===== src/rtl/seq_bit_serializer.sv =====
// Parallel-to-serial front end for the serial sequence detectors.
// Accepts words over valid/ready and emits one registered bit per clock with a valid strobe.
module seq_bit_serializer #(
  parameter int unsigned WIDTH     = 8,
  parameter int unsigned MSB_FIRST = 1,
  parameter int unsigned GAP       = 0,
  parameter int unsigned CNT_W     = 16
) (
  input  logic             clk,
  input  logic             rst,
  input  logic [WIDTH-1:0] data_in,
  input  logic             data_valid,
  output logic             data_ready,
  output logic             x,
  output logic             x_valid,
  output logic             busy,
  output logic [CNT_W-1:0] words_sent
);

  localparam int unsigned BitW = $clog2(WIDTH);
  localparam int unsigned GapW = 8;
  localparam logic [BitW-1:0] LastBit = BitW'(WIDTH - 1);
  localparam logic [GapW-1:0] LastGap = (GAP == 0) ? '0 : GapW'(GAP - 1);
  localparam logic            NoGap   = (GAP == 0);
  localparam logic            MsbFirst = (MSB_FIRST != 0);

  typedef enum logic [1:0] {StIdle, StShift, StGap} state_e;

  state_e           state_q, state_d;
  logic [WIDTH-1:0] shreg_q, shreg_d;
  logic [BitW-1:0]  bit_cnt_q, bit_cnt_d;
  logic [GapW-1:0]  gap_cnt_q, gap_cnt_d;
  logic             x_q, x_d;
  logic             x_valid_q, x_valid_d;
  logic [CNT_W-1:0] words_q, words_d;
  logic             load;
  logic             last_bit;

  assign x          = x_q;
  assign x_valid    = x_valid_q;
  assign words_sent = words_q;
  assign busy       = (state_q != StIdle);
  assign last_bit   = (bit_cnt_q == LastBit);

  always_comb begin
    state_d    = state_q;
    shreg_d    = shreg_q;
    bit_cnt_d  = bit_cnt_q;
    gap_cnt_d  = gap_cnt_q;
    x_d        = 1'b0;
    x_valid_d  = 1'b0;
    words_d    = words_q;
    data_ready = 1'b0;
    load       = 1'b0;

    unique case (state_q)
      StIdle: begin
        data_ready = 1'b1;
        load       = data_valid;
      end
      StShift: begin
        // Ready in the last-bit cycle only when streaming gapless, so words chain without a bubble.
        data_ready = last_bit && NoGap;
        if (!last_bit) begin
          bit_cnt_d = bit_cnt_q + BitW'(1);
          x_d       = MsbFirst ? shreg_q[WIDTH-1] : shreg_q[0];
          shreg_d   = MsbFirst ? (shreg_q << 1) : (shreg_q >> 1);
          x_valid_d = 1'b1;
        end else begin
          words_d = words_q + CNT_W'(1);
          if (!NoGap) begin
            state_d   = StGap;
            gap_cnt_d = '0;
          end else if (data_valid) begin
            load = 1'b1;
          end else begin
            state_d = StIdle;
          end
        end
      end
      StGap: begin
        if (gap_cnt_q == LastGap) begin
          state_d = StIdle;
        end else begin
          gap_cnt_d = gap_cnt_q + GapW'(1);
        end
      end
      default: state_d = StIdle;
    endcase

    // The first bit leaves straight from data_in; the register keeps the remaining bits.
    if (load) begin
      state_d   = StShift;
      bit_cnt_d = '0;
      x_d       = MsbFirst ? data_in[WIDTH-1] : data_in[0];
      shreg_d   = MsbFirst ? (data_in << 1) : (data_in >> 1);
      x_valid_d = 1'b1;
    end
  end

  always_ff @(posedge clk) begin
    if (rst) begin
      state_q   <= StIdle;
      shreg_q   <= '0;
      bit_cnt_q <= '0;
      gap_cnt_q <= '0;
      x_q       <= 1'b0;
      x_valid_q <= 1'b0;
      words_q   <= '0;
    end else begin
      state_q   <= state_d;
      shreg_q   <= shreg_d;
      bit_cnt_q <= bit_cnt_d;
      gap_cnt_q <= gap_cnt_d;
      x_q       <= x_d;
      x_valid_q <= x_valid_d;
      words_q   <= words_d;
    end
  end

endmodule

===== config.mk =====
export PLATFORM = sky130hd
export DESIGN_NAME = seq_bit_serializer
export DESIGN_NICKNAME = d
export VERILOG_FILES = /design/src/rtl/seq_bit_serializer.sv
export SDC_FILE = /design/constraint.sdc
export NUM_CORES = 1
export LEC_CHECK = 0
export CAP_MARGIN = 10
export CORE_MARGIN = 5
export CORE_UTILIZATION = 40
export CTS_CLUSTER_SIZE = 14
export DETAILED_ROUTE_END_ITERATION = 6
export HOLD_SLACK_MARGIN = 0.08
export MAX_ROUTING_LAYER = met4
export PLACE_DENSITY = 0.66
export SLEW_MARGIN = 25
export SYNTH_ARGS = -nofsm -noshare
export SYNTH_HDL_FRONTEND = slang
export SYNTH_SLANG_ARGS = --single-unit

===== constraint.sdc =====
create_clock -name clk -period 5.38 [get_ports clk]
set_input_delay 0.538 -clock clk [delete_from_list [all_inputs] [get_ports clk]]
set_output_delay 0.538 -clock clk [all_outputs]
set_load 0.01 [all_outputs]

# --- After elaboration in Yosys (flattened, before gate mapping) ---
# Cells that the tools add are included.
op_classes:
  reduce_logical: 11
  n_mux: 18
  n_addsub: 3
  bitwise_logic: 3
  eq_ne: 11
ops:
  columns: ["op", "n"]
  rows:
  - ["2-to-1 mux 8 bit", 3]
  - ["adder 16 x 1 -> 16 bit (second input constant)", 1]
  - ["!= test 2 bit (second input constant)", 5]
  - ["2-to-1 mux 1 bit", 9]
  - ["!= test 3 bit (second input constant)", 3]
  - ["adder 8 x 1 -> 8 bit (second input constant)", 1]
  - ["zero test 8 bit", 1]
  - ["AND reduction 2 bit", 4]
  - ["AND reduction 4 bit", 2]
  - ["2-to-1 mux 2 bit", 3]
  - ["case mux 2 bit (3 select lines)", 1]
  - ["case mux 1 bit (2 select lines)", 2]
  - ["nonzero test 2 bit", 2]
  - ["adder 3 x 1 -> 3 bit (second input constant)", 1]
  - ["equality test 3 bit (second input constant)", 1]
  - ["inverter 1 bit", 3]
  - ["equality test 2 x 1 -> 1 bit (second input constant)", 1]
  - ["equality test 2 bit (second input constant)", 1]
  - ["zero test 2 bit", 1]
  - ["OR reduction 2 bit", 1]
totals:
  ff_bits: 38
  word_cells: 54

# --- Depth between registers and ports, before layout ---
# Gate-level depths: netlist of run 1.
logic_depth:
  word_depth: 5
  mapped_depth: 7

# --- Worst setup path before layout of run 1 ---
# OpenSTA, ideal clock, no wires.
synth_timing:
  path_kind: "flip-flop to output port"
  start: "reg bit_cnt_q[0]"
  end: "out data_ready"
  path_slack_ns: 3.526
  t_arrival_ns: 1.316
  path_stages_with_launch: 6
  path_buffers: 1
  t_required_ns: 4.842
  path_cell_list: "dfxtp_1 -> ha_1 -> ha_1 -> nor2b_1 -> inv_2 -> buf_2"
synth_between:
  elab_chain_cells: 2
synth_lines:
  columns: ["item", "line_no", "rtl"]
  rows:
  - ["from (decl)", "31", "logic [BitW-1:0] bit_cnt_q, bit_cnt_d;"]
  - ["from (signal assigned)", "113", "bit_cnt_q <= bit_cnt_d;"]
  - ["equality test 3 bit", "43", "assign last_bit = (bit_cnt_q == LastBit);"]
  - ["case mux 1 bit (2 select lines)", "56", "unique case (state_q)"]
  - ["to (decl)", "13", "output logic data_ready,"]
# Every way passes these cells.

# --- Worst setup path after layout of run 1 ---
# Ends and elaborated chain as after synthesis.

==> results_dict.tcl, run 1 <==
set metrics [dict create \
    slew_viol_final 0 \
    h-tree-depth 2 \
    postCtsSetupRepairBufs 0 \
    startpoint_type "flop" \
    synth_xor_area_frac 0.0837 \
    fillCellCount 310 \
    post-route-drc-count 0 \
    die_h_um 66.0 \
    routedWlPerCell_um 11.6 \
    n_antenna_cell 0 \
    setup_ws_ns 2.63 \
    yosys-mux-area-fraction 0.0647 \
    status "finished, final reports clean" \
    cts_made_buffers 5 \
    synthAdderAreaFrac 0.0299 \
    synth_cells 137 \
    p_per_area_mw_per_mm2 234 \
    cts.sinks 29 \
    timing.final.hold_violations 0 \
    overflow 0 \
    cts_tree "yes" \
    setup_tns_ns 0 \
    clk_pin_slew_ns 0.09 \
    hold_path.class "reg2reg" \
    clock_latency_ns 0.33 \
    power_uw 379 \
    synth_seq_cells 29 \
    leakage_uw 0.000614 \
    yosys_warnings 0 \
    synth-simple-area-share 0.249 \
    cts-root-buf "clkbuf_4" \
    mappedNetlistArea_mm2 0.00126 \
    fin_crit_ns 2.75 \
    worstPathMaxFanout 17 \
    fin_area_mm2 0.00162 \
    syn_nets 151 \
    gp_congestion 0.783 \
    required_ns 4.84 \
    grt_max_degree 31 \
    rsz0062_at_grt "no" \
    syn_avg_cell_area_um2 9.17 \
    via_count 1039 \
    finalSetupViolations 0 \
    place_ws_ns 2.99 \
    skew_ns 0.0110 \
    vias_per_cell 4.92 \
    crit_chain "ha_1, ha_1, nor2b_1, inv_2, clkdlybuf4s50_1" \
    crit_type "reg2out" \
    period_share 0.512 \
    wirelength_um 2450 \
    postCtsResizedCells 0 \
    grt_pass1_wl_um 3950 \
    port_buffers 30 \
    fmax_ghz 0.363 \
    max_slew_margin 0.649 \
    cts-hold-fix-buffers 0 \
    tightest_slew_ns 0.525 \
    antenna_found_initial 0 \
    crit_arrival_ns 2.22 \
    fp.dieW_um 66.0 \
    grt_use_total 0.123 \
    fp-row-count 20 \
    syn2layout_area_growth_pct 28.7 \
    drive_gt1_frac 0.0719 \
    ant_nets 0 \
    synth_top_family_by_area "simple AND/OR/NAND/NOR gates" \
    cpMostUsedCell "ha_1" \
    post-dp-hpwl_um 1760 \
    nets 180 \
    drt_iter0_drc 76 \
    ys_types 26 \
    fp.dieArea_mm2 0.00436 \
    reg2reg_slack_ns 3.33 \
    drt_first_pass_iters 6 \
    cap_violations 0 \
    yosysSeqAreaShare 0.462 \
    cp-end-kind "output pin" \
    initial_core_util 0.415 \
    ir_drop_mv 0.128 \
    placed_cell_area_mm2 0.00157 \
    core_area_mm2 0.00303 \
    ioPinCount 31 \
    max_stage_delay_ns 0.53 \
    grt_pass1_vias 907 \
    synth-compound-area-share 0.0717 \
    clockBufferDepth 2 \
    crit_slowest_cell "clkdlybuf4s50_1" \
]
==> metrics by stage <==
step           utilization  cells  hold WS [ns]
5_1_grt              0.534    211         0.478
2_1_floorplan            -    137         0.431
3_3_place_gp         0.519    203         0.456
4_1_cts              0.536    211         0.465
3_5_place_dp         0.519    203         0.445
6_report             0.534    211         0.469
==> metal layers <==
layer,wire [µm],vias to the layer above,global-route usage
met5,0,-,-
met4,19,0,0.0457
met3,151,2,0.0561
met2,1230,26,0.199
met1,1050,485,0.132
li1,-,526,-
==> cells in the mapped netlist (all sizes together) <==
library cell	instances	area, µm²
a211oi	6	45.0
a21oi	7	35.0
and2	2	12.5
and3	2	12.5
and4	3	26.3
buf	4	26.3
clkbuf	4	15.0
dfxtp	29	581
ha	3	37.5
inv	2	7.50
mux2	1	11.3
mux2i	7	70.1
nand2	7	26.3
nand3	8	57.6
nand3b	2	15.0
nand4	6	37.5
nor2	24	90.1
nor2b	2	12.5
nor3	2	10.0
o21ai	2	10.0
or3	2	12.5
xor2	12	105
==> layout by cell type (no fill, tap or decap), types with 2 or more instances in the layout <==
master,instances
a211oi_1,6
a21oi_1,7
and2_1,2
and3_1,2
and4_1,3
clkbuf_4,5
clkdlybuf4s50_1,29
clkinv_2,2
dfxtp_1,29
ha_1,3
mux2i_1,7
nand2_1,7
nand3_1,6
nand3b_1,2
nand4_1,6
nor2_1,24
nor2b_1,2
nor3_1,2
o21ai_0,2
or3_1,2
xor2_1,12
==> path summary, 6_finish.rpt <==
kind / end / from / cells past startpoint
worst max-delay path: data_ready / bit_cnt_q[0] / 5
worst min-delay path: x / shreg_q[7] / 2
worst max register to register: words_sent[15] / bit_cnt_q[0] / 6
worst min register to register: x / shreg_q[7] / 2
==> cell type report <==
type | count | area (µm²) | share of cell area
tap | 44 | 55.1 | 0.0341
inverter | 2 | 7.51 | 0.00464
clock inverter | 2 | 10.0 | 0.00619
timing repair buffer | 30 | 295 | 0.183
clock buffer | 6 | 41.3 | 0.0255
sequential | 29 | 581 | 0.359
multi-input combinational | 98 | 627 | 0.388
==> critical path: cells and delay by family (launching register included) <==
kind	cells	cell delay, ns
buf+inv	2	0.75
simple gates	1	0.38
fa+ha+maj	2	0.44
flops	1	0.33
==> cells by family (layout without fill, tap and decap cells) <==
group,after synthesis,in the layout
adders and majority gates,3,3
DFF,29,29
muxes,8,8
xor gates and xnor gates,12,12
buffers and inverters,10,40
and+or+nand+nor,60,60
AOI/OAI and AO/OA,15,15
==> sequential cells by signal, indices dropped and copies added (netlist names) <==
name	flops
shreg_q	7
words_sent	16
bit_cnt_q	3
x	1
x_valid	1
state_q	1
==> power by group <==
part / internal [µW] / switching (µW)
clock network: 49.6 / 72.8
logic: 16.3 / 15.1
registers: 221 / 3.72
total: 287 / 91.7
No activity file was read; power rests on OpenSTA's default activity.
==> run 2: changes to the inputs <==
Settings changed: PLACE_DENSITY 0.66 to 0.69.
Clock period 5.38 ns to 2.29 ns, I/O delays scaled along.
==> run 2 against run 1 <==
Sequential power rose by 130%; wire length grew 6.2%; register-to-register slack lost 3.0 ns; die area unchanged; via count grew 2.5%; worst hold slack gained 0.00094 ns; sequential share of layout area decreased by 1.2 points.
==> results_dict.tcl, run 2 (same netlist as run 1, synthesis figures left out) <==
set metrics [dict create \
    status "finished, final reports clean" \
    final_common_cell "clkdlybuf4s50_1" \
    largest_reg_flops 16 \
    postCtsResizedCells 0 \
    grt_use_total 0.134 \
    crit_arrival_ns 1.93 \
    vias_per_cell 4.89 \
    port_buffers 30 \
    clockBufferDepth 2 \
    nets 187 \
    crit_type "reg2out" \
    cts_made_buffers 5 \
    grt_pass1_vias 1031 \
    final_cell_mix "clkdlybuf4s50_1 (30), dfxtp_1 (29), nor2_1 (24), xor2_1 (12)" \
    drt_iter0_drc 55 \
    setup_tns_ns 0 \
    via_count 1065 \
    die_h_um 66.0 \
    finalSetupViolations 0 \
    timing.final.hold_violations 0 \
    power_uw 901 \
    core_area_mm2 0.00303 \
    fp.dieW_um 66.0 \
    period_share 0.942 \
    regToRegStartpoint "bit_cnt_q[0]" \
    hold_path.class "reg2reg" \
    reg2reg_slack_ns 0.34 \
    fp-row-count 20 \
    syn2layout_area_growth_pct 33.3 \
    initial_core_util 0.415 \
    p_per_area_mw_per_mm2 538 \
    cpMostUsedCell "ha_1" \
    max_slew_margin 0.645 \
    fp.dieArea_mm2 0.00436 \
    crit_cells 5 \
    drt_first_pass_iters 4 \
    grt_pass1_wl_um 4270 \
    crit_end "data_ready" \
    post-dp-hpwl_um 1910 \
    cp_top_family "buffers and inverters" \
    slew_viol_final 0 \
    gp_congestion 0.833 \
    cts_tree "yes" \
    whs_path_depth 2 \
    drive_gt1_frac 0.103 \
    grt_max_degree 18 \
    n_antenna_cell 0 \
    worstPathMaxFanout 10 \
    cts.sinks 29 \
    ir_drop_mv 0.367 \
    startpoint_type "flop" \
    crit_slowest_cell "clkdlybuf4s50_1" \
    wirelength_um 2600 \
    ff2ff_path_depth 7 \
    fin_crit_ns 2.16 \
    crit_buf_inv 2 \
    antenna_found_initial 0 \
    r2r_end "words_sent[14]" \
    ioPinCount 31 \
    cts-root-buf "clkbuf_4" \
    clock_latency_ns 0.33 \
    skew_ns 0.00955 \
    routedWlPerCell_um 11.9 \
    required_ns 2.06 \
    h-tree-depth 2 \
    clk_pin_slew_ns 0.09 \
    ant_nets 0 \
    post-route-drc-count 0 \
    fmax_ghz 0.463 \
    cp-end-kind "output pin" \
    rsz0062_at_grt "no" \
    crit_chain "ha_1, ha_1, nor2b_1, inv_2, clkdlybuf4s50_1" \
    tightest_slew_ns 0.532 \
    setup.worst_path.start "bit_cnt_q[0]" \
    overflow 0 \
    leakage_uw 0.000647 \
    cap_violations 0 \
    max_stage_delay_ns 0.50 \
]
run 2: cell count changes in the layout (fill, tap and decap cells not counted), sizes merged:
cell / change
buf: +6
clkdlybuf4s50: +1
run 2: routing by layer:
metal | vias up | track usage | share of wire
met4 | 0 | 0.0685 | 0.020
met5 | - | - | 0
li1 | 545 | - | -
met3 | 7 | 0.0408 | 0.052
met1 | 488 | 0.127 | 0.40
met2 | 25 | 0.242 | 0.53
run 2: worst register-to-register path: stages, from the launching register on:
cell	delay, ns
dfxtp_1	0.37
ha_1	0.16
ha_1	0.23
and4_1	0.34
buf_4	0.19
nand3_4	0.08
or3_1	0.36
a21oi_1	0.14
run 2: worst min-delay path by stage:
stage	slack, ns	start	to
finish	0.47	shreg_q[7]	x
global route	0.52	shreg_q[7]	x
CTS	0.48	shreg_q[7]	x
detailed placement	0.46	shreg_q[7]	x
global placement	0.45	shreg_q[7]	x
floorplan	0.40	data_in[7]	x
run 2: report_power, final:
group	internal [µW]	total, µW	switching, µW
Clock	117	286	170
Sequential	519	528	8.85
Combinational	47.5	86.5	39.0
Total	683	901	218
run 2: through the flow:
| step | utilization | hold WS, ns | instance area [µm²] | cells | setup slack [ns] |
|---|---|---|---|---|---|
| after CTS | 0.543 | 0.477 | 1640 | 214 | 0.0484 |
| after global placement | 0.526 | 0.447 | 1590 | 206 | 0.450 |
| after global routing | 0.553 | 0.516 | 1670 | 218 | 0.0350 |
| after floorplan | - | 0.396 | 1260 | 137 | 0.541 |
| final | 0.553 | 0.470 | 1670 | 218 | 0.132 |
| after detailed placement | 0.526 | 0.464 | 1590 | 206 | 0.374 |
run 2: final cells by class:
class	count	area, µm²
sequential	29	581
inverter	2	7.51
clock buffer	6	41.3
clock inverter	2	10.0
tap	44	55.1
timing repair buffer	37	353
multi-input combinational	98	627
fill	277	1350
run 2: repair_timing:
action,in CTS,in global routing
hold buffers,0,0
endpoints found under the setup margin,0,1
buffers inserted,0,4
